File: src/rtl/decode_fwd_hazard_pkg.sv
// Shared types and sizing helpers for the decode/execute operand-resolution stage.
package decode_pkg;

  localparam int DEF_DATA_W = 16;
  localparam int DEF_NREGS  = 8;

  // Register-index width; never narrower than one bit.
  function automatic int reg_w_of(input int n);
    return (n <= 2) ? 1 : $clog2(n);
  endfunction

  typedef enum logic {EMPTY, FULL} oreg_state_e;

endpackage

File: src/rtl/decode_fwd_hazard_fwd_select.sv
// Per-port operand mux: the youngest matching forwarding tap wins, else register file.
module fwd_select #(
  parameter int DATA_W = 16,
  parameter int REG_W  = 3,
  parameter int NFWD   = 3
) (
  input  logic [REG_W-1:0]             i_src_sel,
  input  logic [DATA_W-1:0]            i_rf_rdata,
  input  logic [NFWD-1:0]              i_fwd_valid,
  input  logic [NFWD-1:0][REG_W-1:0]   i_fwd_sel,
  input  logic [NFWD-1:0][DATA_W-1:0]  i_fwd_data,
  output logic [DATA_W-1:0]            o_data
);

  // Walk oldest to youngest so the lowest matching index is written last.
  always_comb begin
    o_data = i_rf_rdata;
    for (int k = NFWD - 1; k >= 0; k--) begin
      if (i_fwd_valid[k] && (i_fwd_sel[k] == i_src_sel)) o_data = i_fwd_data[k];
    end
  end

endmodule

File: src/rtl/decode_fwd_hazard.sv
// Decode-to-execute stage: operand forwarding, load-use stall, valid/ready output register.
module decode_fwd_hazard
  import decode_pkg::*;
#(
  parameter int   DATA_W   = DEF_DATA_W,
  parameter int   NREGS    = DEF_NREGS,
  parameter int   NPORTS   = 2,
  parameter int   NFWD     = 3,
  parameter int   LOAD_LAT = 1,
  parameter int   CNT_W    = 16,
  localparam int  REG_W    = reg_w_of(NREGS)
) (
  input  logic                             clk,
  input  logic                             rst,
  input  logic                             in_valid,
  output logic                             in_ready,
  input  logic [NPORTS-1:0][REG_W-1:0]     src_sel,
  input  logic [NPORTS-1:0]                src_used,
  input  logic [REG_W-1:0]                 dst_sel,
  input  logic                             dst_we,
  input  logic                             is_load,
  input  logic [NPORTS-1:0][DATA_W-1:0]    rf_rdata,
  input  logic [NFWD-1:0]                  fwd_valid,
  input  logic [NFWD-1:0][REG_W-1:0]       fwd_sel,
  input  logic [NFWD-1:0][DATA_W-1:0]      fwd_data,
  input  logic                             flush,
  output logic                             out_valid,
  input  logic                             out_ready,
  output logic [NPORTS-1:0][DATA_W-1:0]    out_data,
  output logic [REG_W-1:0]                 out_dst_sel,
  output logic                             out_dst_we,
  output logic                             out_is_load,
  output logic [CNT_W-1:0]                 stall_count
);

  localparam int SH_W = reg_w_of(LOAD_LAT + 1);

  logic [NPORTS-1:0][DATA_W-1:0] w_opnd;
  logic                          w_dep;
  logic                          w_hazard;
  logic                          w_accept;
  oreg_state_e                   r_state, w_state_nxt;
  logic [SH_W-1:0]               r_shadow_cnt;
  logic [REG_W-1:0]              r_shadow_reg;
  logic [CNT_W-1:0]              r_stall_count;

  for (genvar p = 0; p < NPORTS; p++) begin : g_port
    fwd_select #(.DATA_W(DATA_W), .REG_W(REG_W), .NFWD(NFWD)) u_sel (
      .i_src_sel   (src_sel[p]),
      .i_rf_rdata  (rf_rdata[p]),
      .i_fwd_valid (fwd_valid),
      .i_fwd_sel   (fwd_sel),
      .i_fwd_data  (fwd_data),
      .o_data      (w_opnd[p])
    );
  end

  // The shadow overrides tap matches: a pending load's tap data is not yet real.
  always_comb begin
    w_dep = 1'b0;
    for (int p = 0; p < NPORTS; p++)
      if (src_used[p] && (src_sel[p] == r_shadow_reg)) w_dep = 1'b1;
  end

  assign w_hazard  = in_valid && (r_shadow_cnt != '0) && w_dep;
  assign out_valid = (r_state == FULL);
  assign in_ready  = !flush && !w_hazard && (!out_valid || out_ready);
  assign w_accept  = in_valid && in_ready;

  always_comb begin
    w_state_nxt = r_state;
    case (r_state)
      EMPTY:   if (w_accept) w_state_nxt = FULL;
      FULL:    if (w_accept) w_state_nxt = FULL;
               else if (out_ready) w_state_nxt = EMPTY;
      default: w_state_nxt = EMPTY;
    endcase
    if (flush) w_state_nxt = EMPTY;
  end

  always_ff @(posedge clk) begin
    if (!rst) r_state <= EMPTY;
    else      r_state <= w_state_nxt;
  end

  always_ff @(posedge clk) begin
    if (!rst) begin
      out_data    <= '0;
      out_dst_sel <= '0;
      out_dst_we  <= 1'b0;
      out_is_load <= 1'b0;
    end else if (w_accept) begin
      out_data    <= w_opnd;
      out_dst_sel <= dst_sel;
      out_dst_we  <= dst_we;
      out_is_load <= is_load;
    end
  end

  // Shadow ages only when execute advances, so backpressure keeps it armed.
  always_ff @(posedge clk) begin
    if (!rst) begin
      r_shadow_cnt <= '0;
      r_shadow_reg <= '0;
    end else if (flush) begin
      r_shadow_cnt <= '0;
    end else if (w_accept && is_load && dst_we && (LOAD_LAT > 0)) begin
      r_shadow_cnt <= SH_W'(LOAD_LAT);
      r_shadow_reg <= dst_sel;
    end else if (out_ready && (r_shadow_cnt != '0)) begin
      r_shadow_cnt <= r_shadow_cnt - 1'b1;
    end
  end

  always_ff @(posedge clk) begin
    if (!rst)                                    r_stall_count <= '0;
    else if (w_hazard && (r_stall_count != '1))  r_stall_count <= r_stall_count + 1'b1;
  end

  assign stall_count = r_stall_count;

endmodule

File: config.mk
export PLATFORM = sky130hd
export DESIGN_NAME = decode_fwd_hazard
export DESIGN_NICKNAME = d
export VERILOG_FILES = /design/src/rtl/decode_fwd_hazard_pkg.sv /design/src/rtl/decode_fwd_hazard_fwd_select.sv /design/src/rtl/decode_fwd_hazard.sv
export SDC_FILE = /design/constraint.sdc
export NUM_CORES = 1
export LEC_CHECK = 0
export ABC_CLOCK_PERIOD_IN_PS = 3400
export BUFFER_PORTS_ARGS = -buffer_cell sky130_fd_sc_hd__buf_2
export CORE_ASPECT_RATIO = 0.8
export CORE_MARGIN = 2
export CORE_UTILIZATION = 54
export DETAILED_ROUTE_END_ITERATION = 10
export PLACE_DENSITY = 0.87
export SYNTH_ARGS = -nofsm -noshare
export SYNTH_HDL_FRONTEND = slang
export SYNTH_HIERARCHICAL = 1
export SYNTH_SLANG_ARGS = --single-unit
File: constraint.sdc
create_clock -name clk -period 3.4 [get_ports clk]
set_clock_uncertainty 0.15 [all_clocks]
set_input_delay 0.85 -clock clk [delete_from_list [all_inputs] [get_ports clk]]
set_output_delay 0.85 -clock clk [all_outputs]
set_load 0.01 [all_outputs]
==> results of run 1 <==
-- critical path, cell delays in order --
cell	delay (ns)
buf_2	0.14
xnor2_1	0.16
nand4_1	0.20
a21oi_1	0.29
nor3_1	0.08
buf_2	0.14
-- through the flow --
stage          setup WS (ns)  std cells  utilization
2_1_floorplan          0.923        504            -
3_3_place_gp           0.584        742        0.670
3_5_place_dp           0.513        742        0.670
4_1_cts                0.529        758        0.698
5_1_grt                0.417        758        0.698
6_report               0.528        758        0.698
-- synthesized netlist by cell type, types with 2 or more instances --
cell type,number
o31ai_2,20
nand4bb_1,2
o31ai_1,24
nand3_1,4
or4_1,12
buf_2,13
a21oi_2,2
xnor2_1,18
buf_6,6
a221oi_2,20
nand4_1,8
nor4_1,2
or3_1,2
buf_4,7
and3_2,12
clkbuf_1,16
nor2b_1,2
mux2i_1,42
and4_1,6
a21oi_1,15
nor2_1,33
inv_1,2
a221oi_1,12
nor2_2,2
nand2_1,120
xnor2_2,2
buf_12,3
and3_1,21
nand2b_1,5
dfxtp_1,58
xor2_1,4
-- final cells by class --
cell class | instances | area [µm²]
tap | 105 | 131
timing repair buffer | 178 | 951
sequential | 58 | 1160
multi-input combinational | 399 | 2780
clock buffer | 11 | 151
inverter | 2 | 7.51
fill | 646 | 2270
clock inverter | 5 | 52.6
-- final timing paths --
kind	end	slack, ns
max	in_ready	0.53
min	out_data[5]$_SDFFE_PN0P_	0.30
max reg2reg	stall_count[6]$_SDFFE_PN0P_	0.89
min reg2reg	out_data[5]$_SDFFE_PN0P_	0.30
-- kinds of logic after synthesis --
group,count (synthesis),share of synthesized area
xor+xnor,24,0.0531
fa+ha+maj,1,0.00295
compound gates,97,0.226
mux,42,0.0992
buf+inv,47,0.0738
flops,58,0.274
simple gates,235,0.271
-- where the power goes --
| group | internal (mW) | switching (mW) |
|---|---|---|
| Combinational | 0.215 | 0.264 |
| Sequential | 0.710 | 0.0153 |
| Clock | 0.374 | 0.285 |
-- metal layers --
layer,wire (µm),GRT usage,vias to the layer above
li1,-,-,2127
met1,5370,0.390,2066
met2,5670,0.445,249
met3,1170,0.0631,48
met4,489,0.121,0
met5,0,0,-
==> results.sh, run 1 <==
export IMPL_outcome="finished clean"
export IMPL_clockBufferDepth=2
export IMPL_wl_per_cell_um=16.8
export IMPL_yosysWarnings=6
export IMPL_p_per_area_mw_per_mm2=356
export IMPL_fin_area_mm2=0.00523
export IMPL_initial_core_util=0.565
export IMPL_fin_tns_setup_ns=0
export IMPL_grt_pass1_vias=4114
export IMPL_slew_headroom=0.388
export IMPL_ios=165
export IMPL_gp_congestion=0.973
export IMPL_postRouteAntennaNets=0
export IMPL_ctsHoldBuffers=0
export IMPL_power_total_mw=1.86
export IMPL_final_common_cell="buf_2"
export IMPL_ys_top_cells_by_area="dfxtp_1 (27%), nand2_1 (11%), mux2i_1 (9.9%)"
export IMPL_hold_path_depth=2
export IMPL_die_w_um=103
export IMPL_post_route_min_period_ns=2.87
export IMPL_rsz0062_at_grt="no"
export IMPL_grt_usage=0.290
export IMPL_tightest_slew_ns=0.917
export IMPL_grt_pass1_wl_um=19800
export IMPL_syn_num_nets=615
export IMPL_ys_types=40
export IMPL_regMostFlops="out_data"
export IMPL_r2r_start="stall_count[0]$_SDFFE_PN0P_"
export IMPL_cp_required_ns=2.40
export IMPL_cts_tree="built"
export IMPL_cts_setup_buffers=0
export IMPL_drive_gt1_frac=0.391
export IMPL_drtPass1Iterations=5
export IMPL_ir_worst_vdd_uv=172
export IMPL_post_route_drc_count=0
export IMPL_whs_ns=0.304
export IMPL_h_tree_depth=3
export IMPL_largest_register_ffs=32
export IMPL_final_cell_mix="buf_2 (164), nand2_1 (120), dfxtp_1 (58)"
export IMPL_coreArea_mm2=0.00750
export IMPL_ys_flop_type="dfxtp_1"
export IMPL_die_y_um=83.2
export IMPL_antenna_found_initial=0
export IMPL_startpoint_type="input pin"
export IMPL_ys_ff_latch=58
export IMPL_num_rows=28
export IMPL_post_cts_resized=0
export IMPL_vias_per_cell=5.92
export IMPL_synth_edf_count=0
export IMPL_finalMaxSlewViolations=0
export IMPL_place_area_mm2=0.00503
export IMPL_portBuffers=164
export IMPL_overflow=0
export IMPL_hp_start="out_data[5]$_SDFFE_PN0P_"
export IMPL_hold_viol_final=0
export IMPL_numCtsBuffers=9
export IMPL_layout_nets=759
export IMPL_setup_violations_final=0
export IMPL_vias=4490
export IMPL_worstSetupPathType="in2out"
export IMPL_reg2regPathDepth=6
export IMPL_clock_latency_ns=0.34
export IMPL_critical_path_peak_fanout=4
export IMPL_critPathLaunch="src_sel[1]"
export IMPL_clk_pin_slew_worst_paths_ns=0.06
export IMPL_fin_crit_sh=0.845
export IMPL_n_antenna_cell=0
export IMPL_crit_arrival_ns=1.87
export IMPL_wl_um=12700
export IMPL_async_reset_ff_frac=0
export IMPL_synth_seq_area_share=0.274
export IMPL_p_leak_nw=2.32
export IMPL_clock_sinks=58
export IMPL_crit_path_end_kind="primary output"
export IMPL_synth_cells=504
export IMPL_hold_path_class="reg2reg"
export IMPL_area_growth_syn_to_layout_pct=23.4
export IMPL_drt_iter0_drc=260
export IMPL_max_freq_mhz=348
export IMPL_synth_area_leader_cell="dfxtp_1"
export IMPL_grt_max_degree=44
export IMPL_cts_root_buf="clkbuf_8"
export IMPL_die_area_mm2=0.00858
export IMPL_drv_cap=0
export IMPL_synth_top_area_share=0.274
export IMPL_synth_area_mm2=0.00424
export IMPL_syn_mean_instance_area_um2=8.41
export IMPL_hpwlAfterDp_um=9730
(Power assumes the default switching activity.)
==> inputs of run 2 (changes only) <==
ABC_CLOCK_PERIOD_IN_PS = 2780   (was 3400)
CORE_UTILIZATION = 50   (was 54)
PLACE_DENSITY = 0.82   (was 0.87)
clock period = 2.78 ns   (was 3.4 ns; I/O delays follow)
==> results.sh, run 2 (synthesis results as in run 1) <==
export IMPL_ir_worst_vdd_uv=275
export IMPL_regMostFlops="out_data"
export IMPL_numCtsBuffers=9
export IMPL_crit_arrival_ns=1.74
export IMPL_drt_iter0_drc=305
export IMPL_grt_usage=0.271
export IMPL_n_antenna_cell=0
export IMPL_grt_busiest_layer="met2"
export IMPL_final_setup_worst_slack_ns=0.192
export IMPL_hpwlAfterDp_um=9660
export IMPL_ctsHoldBuffers=0
export IMPL_gp_congestion=0.914
export IMPL_cts_setup_buffers=0
export IMPL_grt_pass1_wl_um=19900
export IMPL_p_leak_nw=2.33
export IMPL_setup_violations_final=0
export IMPL_drtPass1Iterations=6
export IMPL_layout_nets=761
export IMPL_h_tree_depth=3
export IMPL_wl_per_cell_um=16.3
export IMPL_overflow=0
export IMPL_p_per_area_mw_per_mm2=443
export IMPL_clk_pin_slew_worst_paths_ns=0.07
export IMPL_coreArea_mm2=0.00837
export IMPL_clock_latency_ns=0.34
export IMPL_slew_headroom=0.514
export IMPL_use_met2=0.416
export IMPL_fin_crit_sh=0.931
export IMPL_met1_usage=0.384
export IMPL_max_freq_mhz=386
export IMPL_critical_path_peak_fanout=4
export IMPL_post_cts_resized=0
export IMPL_vias_per_cell=5.67
export IMPL_largest_register_ffs=32
export IMPL_final_common_cell="buf_2"
export IMPL_antenna_found_initial=0
export IMPL_post_route_drc_count=0
export IMPL_cpMaxStageDelayCell="a21oi_1"
export IMPL_whs_ns=0.305
export IMPL_critPathMostFrequentCell="buf_2"
export IMPL_fin_tns_setup_ns=0
export IMPL_die_area_mm2=0.00923
export IMPL_die_w_um=107
export IMPL_cp_cell_sequence="buf_2 -> xnor2_1 -> nand4_1 -> a21oi_1 -> nor3_1 -> buf_2"
export IMPL_postRouteAntennaNets=0
export IMPL_outcome="finished clean"
export IMPL_hold_viol_final=0
export IMPL_crit_path_end_kind="primary output"
export IMPL_post_route_min_period_ns=2.59
export IMPL_cts_root_buf="clkbuf_8"
export IMPL_drv_cap=0
export IMPL_area_growth_syn_to_layout_pct=24.3
export IMPL_pre_cts_ws_ns=0.101
export IMPL_startpoint_type="input pin"
export IMPL_die_y_um=86.3
export IMPL_power_total_mw=2.33
export IMPL_cp_required_ns=1.93
export IMPL_finalMaxSlewViolations=0
export IMPL_cts_tree="built"
export IMPL_worstSetupPathType="in2out"
export IMPL_dp_cells=751
export IMPL_fin_area_mm2=0.00527
export IMPL_nFillCells=746
export IMPL_vias=4351
export IMPL_drive_gt1_frac=0.391
export IMPL_wl_um=12500
export IMPL_initial_core_util=0.506
export IMPL_clockBufferDepth=2
export IMPL_place_area_mm2=0.00505
export IMPL_clock_sinks=58
export IMPL_hold_path_class="reg2reg"
export IMPL_portBuffers=164
export IMPL_rsz0062_at_grt="no"
export IMPL_final_cells=767
export IMPL_grt_pass1_vias=4029
export IMPL_grt_max_degree=38
export IMPL_fin_util=0.629
export IMPL_ios=165
export IMPL_final_cell_mix="buf_2 (164), nand2_1 (120), dfxtp_1 (58)"
export IMPL_cpPeakStageDelay_ns=0.31
export IMPL_num_rows=30
export IMPL_tightest_slew_ns=0.729
export IMPL_grt_use_met3=0.0444
[run 2: routing by layer]
metal  vias to the layer above  routed length, µm
met2                       193               5560
met3                        14                921
met1                      2011               5850
li1                       2133                  -
met4                         0                210
met5                         -                  0
[run 2: path summary, 6_finish.rpt]
path              slack [ns]  cells after the start                         start                            to
setup / recovery        0.19                      6                    src_sel[1]                      in_ready
hold / removal          0.31                      2   out_dst_sel[1]$_SDFFE_PN0P_   out_dst_sel[1]$_SDFFE_PN0P_
setup reg to reg        0.46                      5  r_shadow_reg[1]$_SDFFE_PN0P_  stall_count[11]$_SDFFE_PN0P_
hold reg to reg         0.31                      2   out_dst_sel[1]$_SDFFE_PN0P_   out_dst_sel[1]$_SDFFE_PN0P_
[run 2: area by class of cell]
class | count | area, µm² | share of cell area
sequential | 58 | 1160 | 0.220
inverter | 2 | 7.51 | 0.00142
multi-input combinational | 399 | 2780 | 0.527
clock inverter | 5 | 77.6 | 0.0147
timing repair buffer | 180 | 966 | 0.183
clock buffer | 11 | 141 | 0.0268
tap | 112 | 140 | 0.0266
[run 2: critical path, delay by kind of cell]
family	cells	cell delay, ns
buf+inv	2	0.28
compound gates	1	0.31
simple gates	2	0.31
xor+xnor	1	0.15
[run 2: power breakdown]
part / internal [mW] / switching [mW]
logic: 0.264 / 0.321
clock network: 0.526 / 0.337
registers: 0.868 / 0.0181
total: 1.66 / 0.676
==> inputs of run 3 (changes only) <==
ABC_CLOCK_PERIOD_IN_PS = 2700   (was 2780)
CORE_ASPECT_RATIO = 1.4   (was 0.8)
GPL_TIMING_DRIVEN = 0   (was not set)
clock period = 2.7 ns   (was 2.78 ns; I/O delays follow)
==> results.sh, run 3 (synthesis results as in run 1) <==
export IMPL_outcome="finished clean"
export IMPL_ios=165
export IMPL_antenna_found_initial=0
export IMPL_die_w_um=81.8
export IMPL_post_cts_resized=0
export IMPL_coreArea_mm2=0.00820
export IMPL_crit_arrival_ns=1.70
export IMPL_ctsHoldBuffers=0
export IMPL_cts_tree="built"
export IMPL_grt_usage=0.282
export IMPL_drive_gt1_frac=0.390
export IMPL_final_cell_mix="buf_2 (176), nand2_1 (120), dfxtp_1 (58)"
export IMPL_reg2regPathDepth=9
export IMPL_overflow=0
export IMPL_drv_cap=0
export IMPL_die_area_mm2=0.00924
export IMPL_max_freq_mhz=395
export IMPL_largest_register_ffs=32
export IMPL_portBuffers=163
export IMPL_reg2reg_to="stall_count[1]$_SDFFE_PN0P_"
export IMPL_r2r_start="stall_count[0]$_SDFFE_PN0P_"
export IMPL_setup_violations_final=0
export IMPL_vias=4518
export IMPL_vias_per_cell=5.76
export IMPL_startpoint_type="input pin"
export IMPL_fin_crit_sh=0.937
export IMPL_clk_pin_slew_worst_paths_ns=0.05
export IMPL_initial_core_util=0.517
export IMPL_hold_path_depth=2
export IMPL_grt_pass1_vias=4491
export IMPL_rsz0062_at_grt="no"
export IMPL_finalMaxSlewViolations=0
export IMPL_ir_worst_vdd_uv=483
export IMPL_hp_start="out_data[30]$_SDFFE_PN0P_"
export IMPL_drt_iter0_drc=249
export IMPL_die_y_um=113
export IMPL_p_per_area_mw_per_mm2=469
export IMPL_postRouteAntennaNets=0
export IMPL_clockBufferDepth=2
export IMPL_rrSetupSlack_ns=0.37
export IMPL_numCtsBuffers=9
export IMPL_area_growth_syn_to_layout_pct=28.7
export IMPL_hpwlAfterDp_um=10300
export IMPL_num_rows=39
export IMPL_post_route_min_period_ns=2.53
export IMPL_clock_sinks=58
export IMPL_clock_latency_ns=0.32
export IMPL_crit_path_end_kind="primary output"
export IMPL_final_common_cell="buf_2"
export IMPL_wl_per_cell_um=16.4
export IMPL_fin_tns_setup_ns=0
export IMPL_worstSetupPathType="in2out"
export IMPL_post_route_drc_count=0
export IMPL_slew_headroom=0.646
export IMPL_regMostFlops="out_data"
export IMPL_hold_path_class="reg2reg"
export IMPL_drtPass1Iterations=5
export IMPL_tightest_slew_ns=0.530
export IMPL_worstHoldEndpoint="out_data[30]$_SDFFE_PN0P_"
export IMPL_h_tree_depth=3
export IMPL_cts_root_buf="clkbuf_16"
export IMPL_gp_congestion=0.882
export IMPL_cp_required_ns=1.88
export IMPL_p_leak_nw=2.44
export IMPL_layout_nets=789
export IMPL_critical_path_peak_fanout=4
export IMPL_grt_pass1_wl_um=20800
export IMPL_grt_max_degree=17
export IMPL_cts_setup_buffers=0
export IMPL_hold_viol_final=0
export IMPL_n_antenna_cell=0
export IMPL_pre_cts_ws_ns=0.142
export IMPL_final_setup_worst_slack_ns=0.170
export IMPL_wl_um=12900
-- run 3: changes by cell type in the layout (fill, tap and decap cells not counted), sizes merged --
| cell | change |
|---|---|
| buf | +12 |
| bufinv | -2 |
| clkinv | +1 |
| clkbuf | +17 |
| clkinvlp | -1 |
-- run 3: per-stage QoR --
stage / total power [mW] / cell area [µm²] / hold WS [ns] / util / std cells
CTS: 2.56 / 5450 / 0.304 / 0.665 / 784
global placement: 1.51 / 5180 / 0.290 / 0.632 / 769
detailed placement: 1.53 / 5180 / 0.295 / 0.632 / 769
global route: 2.65 / 5450 / 0.322 / 0.665 / 784
finish: 2.56 / 5450 / 0.300 / 0.665 / 784
floorplan: 1.30 / 4240 / 0.310 / - / 504
-- run 3: worst max-delay path by stage --
stage                     from                      endpoint  cells after the start
detailed placement  src_sel[0]  stall_count[11]$_SDFFE_PN0P_                      7
CTS                 src_sel[0]                      in_ready                      6
global placement    src_sel[0]  stall_count[13]$_SDFFE_PN0P_                      7
finish              src_sel[0]                      in_ready                      6
floorplan           src_sel[0]                      in_ready                      4
global route        src_sel[0]                      in_ready                      6
-- run 3: cell type report --
type	count	area, µm²
repair buffers	163	816
fillers	673	2750
clock buffers	12	256
clock inverters	3	15.0
well taps	102	128
flip-flops and latches	58	1160
inverters	2	7.51
multi-input cells	399	2760
plain buffers	45	305
-- run 3: metal layers --
metal  global-route usage  routed length, µm  vias to the layer above
met5                    0                  0                        -
li1                     -                  -                     2183
met1                0.320               5020                     2092
met4                0.151                567                        0
met3               0.0431                746                       50
met2                0.493               6550                      193
-- run 3: worst max-delay path, cell delays in order --
cell and delay [ns]:
buf_2 0.15, xnor2_1 0.16, nand4_1 0.20, a21oi_1 0.29, nor3_1 0.09, buf_2 0.14
-- run 3: power by group --
group	switching [mW]	internal (mW)
registers	0.0203	0.896
clock network	0.377	0.660
logic	0.325	0.278
